==> src/rtl/lift_pkg.sv <==
// Shared lift definitions: car state, direction encoding and floor sizing.
// Also used by the central dispatcher.
package lift_pkg;

    localparam int NUM_FLOORS_DEF = 11;
    localparam int MAX_FLOORS     = 16;
    localparam int FLOOR_W        = 4;

    typedef enum logic [1:0] {
        S_IDLE,
        S_MOVE_UP,
        S_MOVE_DOWN,
        S_DOOR
    } lift_state_e;

    localparam logic [1:0] DIR_IDLE = 2'b00;
    localparam logic [1:0] DIR_UP   = 2'b11;
    localparam logic [1:0] DIR_DOWN = 2'b10;

    function automatic logic [MAX_FLOORS-1:0] floor_bit(input logic [FLOOR_W-1:0] f);
        return MAX_FLOORS'(1) << f;
    endfunction

endpackage

==> src/rtl/lift_stop_scan.sv <==
// Combinational stop scan: pending stops strictly above/below a floor, and at it.
module lift_stop_scan
    import lift_pkg::*;
#(
    parameter int NUM_FLOORS = NUM_FLOORS_DEF
) (
    input  logic [NUM_FLOORS-1:0] pending,
    input  logic [FLOOR_W-1:0]    floor,
    output logic                  any_above,
    output logic                  any_below,
    output logic                  stop_here
);

    logic [31:0] floor_ext;

    assign floor_ext = 32'(floor);

    always_comb begin
        any_above = 1'b0;
        any_below = 1'b0;
        stop_here = 1'b0;
        for (int unsigned i = 0; i < NUM_FLOORS; i++) begin
            if (i > floor_ext) any_above = any_above | pending[i];
            if (i < floor_ext) any_below = any_below | pending[i];
            if (i == floor_ext) stop_here = pending[i];
        end
    end

endmodule

==> src/rtl/lift_car_controller.sv <==
// Per-car SCAN motion controller: pending-stop mask, travel/door timing,
// and served-stop reporting back to the dispatcher.
module lift_car_controller
    import lift_pkg::*;
#(
    parameter int NUM_FLOORS = NUM_FLOORS_DEF,
    parameter int FLOOR_TIME = 4,
    parameter int DOOR_TIME  = 8
) (
    input  logic                  clk,
    input  logic                  rst,
    input  logic                  req_valid,
    input  logic [3:0]            req_floor,
    input  logic [NUM_FLOORS-1:0] car_call,
    output logic [3:0]            cur_floor,
    output logic [1:0]            dir,
    output logic                  door_open,
    output logic [NUM_FLOORS-1:0] pending,
    output logic                  served_valid,
    output logic [3:0]            served_floor
);

    localparam int TW = $clog2(FLOOR_TIME + 1);
    localparam int DW = $clog2(DOOR_TIME + 1);
    localparam logic [TW-1:0] TRAVEL_LAST = TW'(FLOOR_TIME - 1);
    localparam logic [DW-1:0] DOOR_LAST   = DW'(DOOR_TIME - 1);

    lift_state_e           state_q, state_d;
    logic [3:0]            cur_floor_q, cur_floor_d;
    logic [1:0]            dir_q, dir_d;
    logic                  door_open_q, door_open_d;
    logic [NUM_FLOORS-1:0] pending_q, pending_d;
    logic                  served_valid_q, served_valid_d;
    logic [3:0]            served_floor_q, served_floor_d;
    logic [TW-1:0]         travel_q, travel_d;
    logic [DW-1:0]         door_q, door_d;

    logic [NUM_FLOORS-1:0] req_mask, set_mask, clr_mask;
    logic                  moving, going_up, travel_done, down_first;
    logic [3:0]            arrive_floor, scan_floor, serve_floor;
    logic                  serve;
    logic                  any_above, any_below, stop_here;

    always_comb begin
        req_mask = '0;
        if (req_valid && (32'(req_floor) < NUM_FLOORS))
            req_mask = NUM_FLOORS'(floor_bit(req_floor));
    end

    assign set_mask     = req_mask | car_call;
    assign moving       = (state_q == S_MOVE_UP) || (state_q == S_MOVE_DOWN);
    assign going_up     = (state_q == S_MOVE_UP);
    assign travel_done  = (travel_q == TRAVEL_LAST);
    assign down_first   = (dir_q == DIR_DOWN);
    assign arrive_floor = going_up ? cur_floor_q + 4'd1 : cur_floor_q - 4'd1;
    // On an arrival edge the scan must judge the floor being entered, not the one left.
    assign scan_floor   = (moving && travel_done) ? arrive_floor : cur_floor_q;

    lift_stop_scan #(.NUM_FLOORS(NUM_FLOORS)) u_scan (
        .pending   (pending_q),
        .floor     (scan_floor),
        .any_above (any_above),
        .any_below (any_below),
        .stop_here (stop_here)
    );

    always_comb begin
        state_d        = state_q;
        dir_d          = dir_q;
        cur_floor_d    = cur_floor_q;
        travel_d       = '0;
        door_d         = '0;
        serve          = 1'b0;
        serve_floor    = cur_floor_q;
        clr_mask       = '0;
        served_valid_d = 1'b0;
        served_floor_d = served_floor_q;

        unique case (state_q)
            S_IDLE: begin
                if (stop_here) begin
                    serve = 1'b1;
                end else if (any_above) begin
                    state_d = S_MOVE_UP;
                    dir_d   = DIR_UP;
                end else if (any_below) begin
                    state_d = S_MOVE_DOWN;
                    dir_d   = DIR_DOWN;
                end
            end
            S_MOVE_UP, S_MOVE_DOWN: begin
                if (!travel_done) begin
                    travel_d = travel_q + 1'b1;
                end else begin
                    cur_floor_d = arrive_floor;
                    if (stop_here) begin
                        serve       = 1'b1;
                        serve_floor = arrive_floor;
                    end else if (going_up ? any_above : any_below) begin
                        state_d = state_q;
                    end else if (going_up ? any_below : any_above) begin
                        state_d = going_up ? S_MOVE_DOWN : S_MOVE_UP;
                        dir_d   = going_up ? DIR_DOWN : DIR_UP;
                    end else begin
                        state_d = S_IDLE;
                        dir_d   = DIR_IDLE;
                    end
                end
            end
            S_DOOR: begin
                // Idle-entered doors carry DIR_IDLE, which shares the up-first priority.
                if (set_mask[cur_floor_q]) begin
                    serve = 1'b1;
                end else if (door_q != DOOR_LAST) begin
                    door_d = door_q + 1'b1;
                end else if (down_first ? any_below : any_above) begin
                    state_d = down_first ? S_MOVE_DOWN : S_MOVE_UP;
                    dir_d   = down_first ? DIR_DOWN : DIR_UP;
                end else if (down_first ? any_above : any_below) begin
                    state_d = down_first ? S_MOVE_UP : S_MOVE_DOWN;
                    dir_d   = down_first ? DIR_UP : DIR_DOWN;
                end else begin
                    state_d = S_IDLE;
                    dir_d   = DIR_IDLE;
                end
            end
            default: begin
                state_d = S_IDLE;
                dir_d   = DIR_IDLE;
            end
        endcase

        if (serve) begin
            state_d        = S_DOOR;
            clr_mask       = NUM_FLOORS'(floor_bit(serve_floor));
            served_valid_d = 1'b1;
            served_floor_d = serve_floor;
            door_d         = '0;
        end

        pending_d   = (pending_q | set_mask) & ~clr_mask;
        door_open_d = (state_d == S_DOOR);
    end

    always_ff @(posedge clk or posedge rst) begin
        if (rst) begin
            state_q        <= S_IDLE;
            cur_floor_q    <= '0;
            dir_q          <= DIR_IDLE;
            door_open_q    <= 1'b0;
            pending_q      <= '0;
            served_valid_q <= 1'b0;
            served_floor_q <= '0;
            travel_q       <= '0;
            door_q         <= '0;
        end else begin
            state_q        <= state_d;
            cur_floor_q    <= cur_floor_d;
            dir_q          <= dir_d;
            door_open_q    <= door_open_d;
            pending_q      <= pending_d;
            served_valid_q <= served_valid_d;
            served_floor_q <= served_floor_d;
            travel_q       <= travel_d;
            door_q         <= door_d;
        end
    end

    assign cur_floor    = cur_floor_q;
    assign dir          = dir_q;
    assign door_open    = door_open_q;
    assign pending      = pending_q;
    assign served_valid = served_valid_q;
    assign served_floor = served_floor_q;

endmodule

==> config.mk <==
export PLATFORM = sky130hd
export DESIGN_NAME = lift_car_controller
export DESIGN_NICKNAME = d
export VERILOG_FILES = /design/src/rtl/lift_pkg.sv /design/src/rtl/lift_stop_scan.sv /design/src/rtl/lift_car_controller.sv
export SDC_FILE = /design/constraint.sdc
export NUM_CORES = 1
export LEC_CHECK = 0
export ABC_AREA = 1
export BUFFER_PORTS_ARGS = -buffer_cell sky130_fd_sc_hd__buf_2
export CAP_MARGIN = 10
export CORE_MARGIN = 3
export CORE_UTILIZATION = 55
export CTS_BUF_LIST = sky130_fd_sc_hd__clkbuf_2
export CTS_CLUSTER_DIAMETER = 40
export DETAILED_ROUTE_END_ITERATION = 12
export MAX_ROUTING_LAYER = met4
export PLACE_DENSITY_LB_ADDON = 0.3
export SKIP_LAST_GASP = 1
export SYNTH_ARGS = -nofsm -noshare
export SYNTH_HDL_FRONTEND = slang
export SYNTH_SLANG_ARGS = --single-unit
==> constraint.sdc <==
create_clock -name clk -period 6.4 [get_ports clk]
set_input_delay 0.64 -clock clk [delete_from_list [all_inputs] [get_ports clk]]
set_output_delay 0.64 -clock clk [all_outputs]
set_load 0.01 [all_outputs]
## Word-level counts from Yosys, hierarchy flattened

Index checks and enable logic that the tools add are counted.

- Flip-flop bits (word level): 32
- Input bits: 18
- Output and inout bits: 23
- Word-level logic and storage cells: 183

- Add/sub/neg operators: 4
- Order comparisons: 24
- Equality and inequality tests: 24
- Shifts and indexed selects: 2
- Muxes and demuxes: 88
- Bitwise logic cells: 24
- Reduce and logical (&&, ||, !) cells: 8

Operators by type and width:

| kind | count |
|---|---|
| two-way mux 2 bit | 26 |
| two-way mux 1 bit | 45 |
| two-way mux 4 bit | 9 |
| zero test 32 bit | 1 |
| two-way mux 11 bit | 2 |
| OR 11 bit | 2 |
| left shift 1 x 4 -> 11 bit, first input constant | 2 |
| OR 1 bit | 20 |
| == test 3 x 4 -> 1 bit, first input constant | 4 |
| greater-than comparator 3 x 4 -> 1 bit, first input constant | 4 |
| < comparator 3 x 4 -> 1 bit, first input constant | 4 |
| == test 4 bit, first input constant | 3 |
| greater-than comparator 4 bit, first input constant | 3 |
| < comparator 4 bit, first input constant | 3 |
| != test 2 bit, second input constant | 6 |
| one-hot mux 2 bit (3 select lines) | 2 |
| AND 11 bit | 1 |
| NOT 11 bit | 1 |
| adder 4 x 1 -> 4 bit, second input constant | 2 |
| == test 2 bit, second input constant | 4 |
| == test 2 x 4 -> 1 bit, first input constant | 2 |
| greater-than comparator 1 x 4 -> 1 bit, first input constant | 2 |
| greater-than comparator 2 x 4 -> 1 bit, first input constant | 2 |
| < comparator 1 x 4 -> 1 bit, first input constant | 2 |
| 19 further kinds | 22 |

## Longest topological paths before layout

- Depth in word-level cells: 34
- Depth in mapped cells: 24
- Mapped depth without buffers: 23

## Hierarchy

A second synthesis with hierarchy kept.

- Cell total of the unflattened synthesis: 359
- Area, all modules: 2523.7 um^2

Modules (own cells, without submodules):

| module | instances | cells an instance | area an instance (um^2) | sequential area each (um^2) |
|---|---|---|---|---|
| lift_car_controller | 1 | 280 | 2149.6 | 800.8 |
| lift_stop_scan | 1 | 79 | 374.1 | 0.0 |

## Worst setup path before layout

No wires, ideal clock.

- Kind: register to register
- Start: register cur_floor_q[0], in the netlist cur_floor[0]
- End: register pending_q[8], in the netlist pending[8]
- Arrival time: 2770 ps
- Setup slack: 3513 ps
- Cell stages (with the launch flop): 21
- Buffers on the path: 2
- Cells stage by stage: dfrtp_1 -> buf_2 -> inv_1 -> buf_2 -> fa_1 -> xnor2_1 -> nand2_2 -> nand2_4 -> nor2_2 -> nand3_2 -> inv_2 -> nand3_1 -> nand3_2 -> nor2_4 -> inv_4 -> nand2_4 -> nand2_1 -> a21oi_1 -> nand2_1 -> nor2_1 -> nor2_1

- Longest elaborated chain between the ends: 22
- Elaborated cells on any way between the ends: 39

Ends and longest elaborated chain:

| item | RTL line | source |
|---|---|---|
| start: declaration | lift_car_controller.sv:29 | `logic [3:0] cur_floor_q, cur_floor_d;` |
| start signal: assignment | lift_car_controller.sv:158 | `cur_floor_q <= cur_floor_d;` |
| subtractor 4 x 1 -> 4 bit or adder 4 x 1 -> 4 bit (tied branches) | lift_car_controller.sv:55 | `assign arrive_floor = going_up ? cur_floor_q + 4'd1 : cur_floor_q - 4'd1;` |
| two-way mux 4 bit (*) | lift_car_controller.sv:55 |  |
| via arrive_floor[0] | lift_car_controller.sv:40 | `logic [3:0] arrive_floor, scan_floor, serve_floor;` |
| two-way mux 4 bit | lift_car_controller.sv:57 | `assign scan_floor = (moving && travel_done) ? arrive_floor : cur_floor_q;` |
| zero test 32 bit | lift_stop_scan.sv:25 | `if (i == floor_ext) stop_here = pending[i];` |
| two-way mux 1 bit (11 in series) | lift_stop_scan.sv:25 |  |
| two-way mux 4 bit | lift_car_controller.sv:96 | `if (stop_here) begin` |
| two-way mux 4 bit | lift_car_controller.sv:92 | `if (!travel_done) begin` |
| two-way mux 4 bit | lift_car_controller.sv:79 | `unique case (state_q)` |
| left shift 1 x 4 -> 11 bit | lift_pkg.sv:21 | `return MAX_FLOORS'(1) << f;` |
| two-way mux 11 bit (*) | lift_car_controller.sv:133 | `if (serve) begin` |
| NOT 11 bit (*) | lift_car_controller.sv:141 | `pending_d = (pending_q \| set_mask) & ~clr_mask;` |
| AND 11 bit (*) | lift_car_controller.sv:141 |  |
| via pending_d[8] | lift_car_controller.sv:32 | `logic [NUM_FLOORS-1:0] pending_q, pending_d;` |
| end signal: assignment | lift_car_controller.sv:161 | `pending_q <= pending_d;` |
| end: declaration | lift_car_controller.sv:32 |  |

The timed path passes the listed nets; every way through them passes the cells marked *. The select of a mux whose other input is x is not followed.
A chain may end at the register's enable or synchronous reset.

## Worst setup path in the final report

- Start: register cur_floor_q[0], in the netlist cur_floor[0]
- End: register pending_q[0], in the netlist pending[0]

- Longest elaborated chain between the ends: 22
- Elaborated cells on any way between the ends: 39

Ends and longest elaborated chain:

| item | RTL line |
|---|---|
| subtractor 4 x 1 -> 4 bit or adder 4 x 1 -> 4 bit (tied branches) | lift_car_controller.sv:55 |
| two-way mux 4 bit | lift_car_controller.sv:55 |
| two-way mux 4 bit | lift_car_controller.sv:57 |
| zero test 32 bit | lift_stop_scan.sv:25 |
| two-way mux 1 bit (11 in series) | lift_stop_scan.sv:25 |
| two-way mux 4 bit | lift_car_controller.sv:96 |
| two-way mux 4 bit | lift_car_controller.sv:92 |
| two-way mux 4 bit | lift_car_controller.sv:79 |
| left shift 1 x 4 -> 11 bit | lift_pkg.sv:21 |
| two-way mux 11 bit (*) | lift_car_controller.sv:133 |
| NOT 11 bit (*) | lift_car_controller.sv:141 |
| AND 11 bit (*) | lift_car_controller.sv:141 |
| via pending_d[0] | lift_car_controller.sv:32 |

Marked as above.

==> results.yml <==
outcome:
  status: "finished, final reports clean"
floorplan:
  num_rows: 23
  core_mm2: 0.00417
  die_y_um: 73.2
  io_pins: 41
  start_util: 0.594
  dieArea_mm2: 0.00535
  die_w_um: 73.2
route:
  via_count: 2553
  via_per_inst: 5.62
  wl_per_cell_um: 14.7
  routed_wl_mm: 6.69
  dr.pass1.iters: 5
  route.detailed.drc: 0
  ant_nets: 0
  drtIter0Drc: 192
layout:
  syn2layout_area_growth_pct: 12.6
  diodes: 0
  design_area_mm2: 0.00279
  final_core_util: 0.669
  fillCellCount: 384
  nets: 429
  layout-drive-gt1-share: 0.210
clock_network:
  htree_levels: 2
  numCtsBuffers: 5
  clkTransAtPathRegs_ns: 0.17
  holdBufCountCts: 0
  cts_tree: "done"
  clock_path_buffers: 2
  insertion_delay_ns: 0.37
  ctsResizeCount: 0
  post_cts_buffers: 0
  numClockSinks: 32
  clock_tree.root_cell: "clkbuf_2"
yosys:
  syn_avg_cell_area_um2: 6.93
  ys_seq_area_frac: 0.323
  ys.flop_type: "dfrtp_1"
  async_reset_ff_frac: 1.00
  synth_area_leaders: "dfrtp_1 (32%), nand2_1 (15%), nor2_1 (6.4%)"
  synthTopCellsByCount: "nand2_1 (102), nor2_1 (42), inv_1 (39)"
  synth_nets: 384
  synth_area_mm2: 0.00248
  yosys_warnings: 0
  synth_top_area_frac: 0.323
  synth.largest_area_cell: "dfrtp_1"
  ys_ff_latch: 32
  yosysMostFrequentCell: "nand2_1"
  synth_cell_types: 40
  synthCells: 358
  synth-edff-count: 0
power_and_ir_drop:
  p_sw_mw: 0.868
  switching_share: 0.559
  power_density_mw_per_mm2: 556
  power_leakage_nw: 1.48
  comb_power_share: 0.690
  vdd_drop_max_mv: 0.263
  clockPowerShare: 0.085
  intPower_mw: 0.684
  p_seq_frac: 0.225
timing:
  fin_setup_tns_ns: 0
  maxSlewHeadroom: 0.687
  hold_viol: 0
  setup_viol: 0
  rsz0062_at_grt: "no"
  worstMarginPinSlew_ns: 0.466
  period_share: 0.548
  finalMaxSlewViolations: 0
  finalCriticalPeriod_ns: 3.51
  worst_clock_skew_ns: 0.0218
  max_freq_mhz: 285
setup_path:
  end_kind: "flip-flop"
  start_kind: "flip-flop"
  critPathRequiredTime_ns: 6.66
  cp.arrival_ns: 3.77
  criticalPathCategory: "reg2reg"
  cp_max_fo: 12
placement:
  placed_area_mm2: 0.00273
  port_buffers: 40
  place_congestion: 0.948
  hpwl_mm: 5.20
global_routing:
  grt_use_met2: 0.435
  grt_use_total: 0.287
  first_global_vias: 2457
  use_met3: 0.0468
  gr-max-usage-layer: "met2"
  grt_overflow_total: 0
  grt_pass1_wl_mm: 11.6
  grt_antenna_before_repair: 0
  use_met1: 0.389
  grt_start_max_net_pins: 33
hold_path:
  hp-class: "in2async"
run:
  cap_viol_max_count: 0
[routing by layer]
layer	vias to the layer above	routed length, um
li1	1253	-
met1	1168	2980
met2	117	3100
met3	15	495
met4	0	116
met5	-	0
[final timing paths]
path	slack, ns	depth (start not counted)	endpoint	start
worst max-delay path	2.89	18	pending[0]	cur_floor[0]
min in group clk	0.45	1	travel_q[0]	travel_q[0]
worst min-delay path	0.31	3	served_floor[3]	rst
worst max register to register	2.89	18	pending[0]	cur_floor[0]
max in group asynchronous	5.78	3	pending[10]	rst
worst min register to register	0.45	1	travel_q[0]	travel_q[0]
[final cells by class]
type                    instances  area [um^2]  area share
well taps                      50         62.6      0.0224
flip-flops and latches         32          801       0.287
inverters                      45          181      0.0650
repair buffers                 41          208      0.0744
clock buffers                   5         25.0     0.00896
clock inverters                 3         37.5      0.0134
multi-input cells             278         1480       0.529
[power groups by stage]
| stage | logic [mW] | clock network, mW | registers [mW] |
|---|---|---|---|
| after floorplan | 0.808 | 0 | 0.349 |
| after global placement | 1.03 | 0 | 0.349 |
| after detailed placement | 1.05 | 0 | 0.350 |
| after CTS | 1.06 | 0.136 | 0.346 |
| after global routing | 1.21 | 0.144 | 0.358 |
| final | 1.07 | 0.132 | 0.350 |
[flip-flops by register name, summed over array words and instances (netlist names)]
| register | flops |
|---|---|
| door_open | 1 |
| served_floor | 4 |
| state_q | 2 |
| cur_floor | 4 |
| served_valid | 1 |
| travel_q | 3 |
| dir | 2 |
| pending | 11 |
| door_q | 4 |
[placed cells by master (no fill, tap or decap), types with 3 or more instances in the layout]
cell,count
a21oi_1,11
a31oi_1,3
buf_2,40
clkbuf_2,5
dfrtp_1,32
ha_1,7
inv_1,39
inv_2,3
nand2_1,102
nand2_2,13
nand3_1,31
nand3_2,5
nand4_1,7
nor2_1,42
nor2_2,3
nor3_1,4
o211ai_1,3
o21ai_0,13
o21ai_1,3
o21bai_1,7
[stage by stage]
stage               total power [mW]  setup WS [ns]  std cells  hold slack [ns]
floorplan                       1.16           3.51        358            0.410
finish                          1.55           2.89        454            0.310
global placement                1.38           3.09        446            0.425
detailed placement              1.40           3.04        446            0.427
CTS                             1.54           2.98        454            0.312
global route                    1.71           2.54        454            0.332
[logic make-up (layout without fill, tap and decap cells)]
family | Yosys count | count (layout) | synth area share
adder cells (fa/ha/maj) | 8 | 8 | 0.0434
AND/OR/NAND/NOR | 218 | 218 | 0.413
AO/OA/AOI/OAI | 50 | 50 | 0.132
flip-flops | 32 | 32 | 0.323
buffers and inverters | 48 | 94 | 0.0817
XOR/XNOR | 2 | 2 | 0.00706
[worst max-delay path: stages, from the launching register on]
cell	delay (ns)
dfrtp_1	0.60
inv_1	0.30
fa_1	0.51
xnor2_1	0.41
nand2_2	0.12
nand2_4	0.12
o21ai_1	0.08
inv_1	0.07
nand2_1	0.06
nand3_1	0.09
nand3_2	0.09
nor2_4	0.20
inv_4	0.08
nand2_4	0.09
nand2_1	0.08
a21oi_1	0.22
nand2_1	0.10
nor2_1	0.12
nor2_1	0.06
Power figures use the tool's default switching activity.
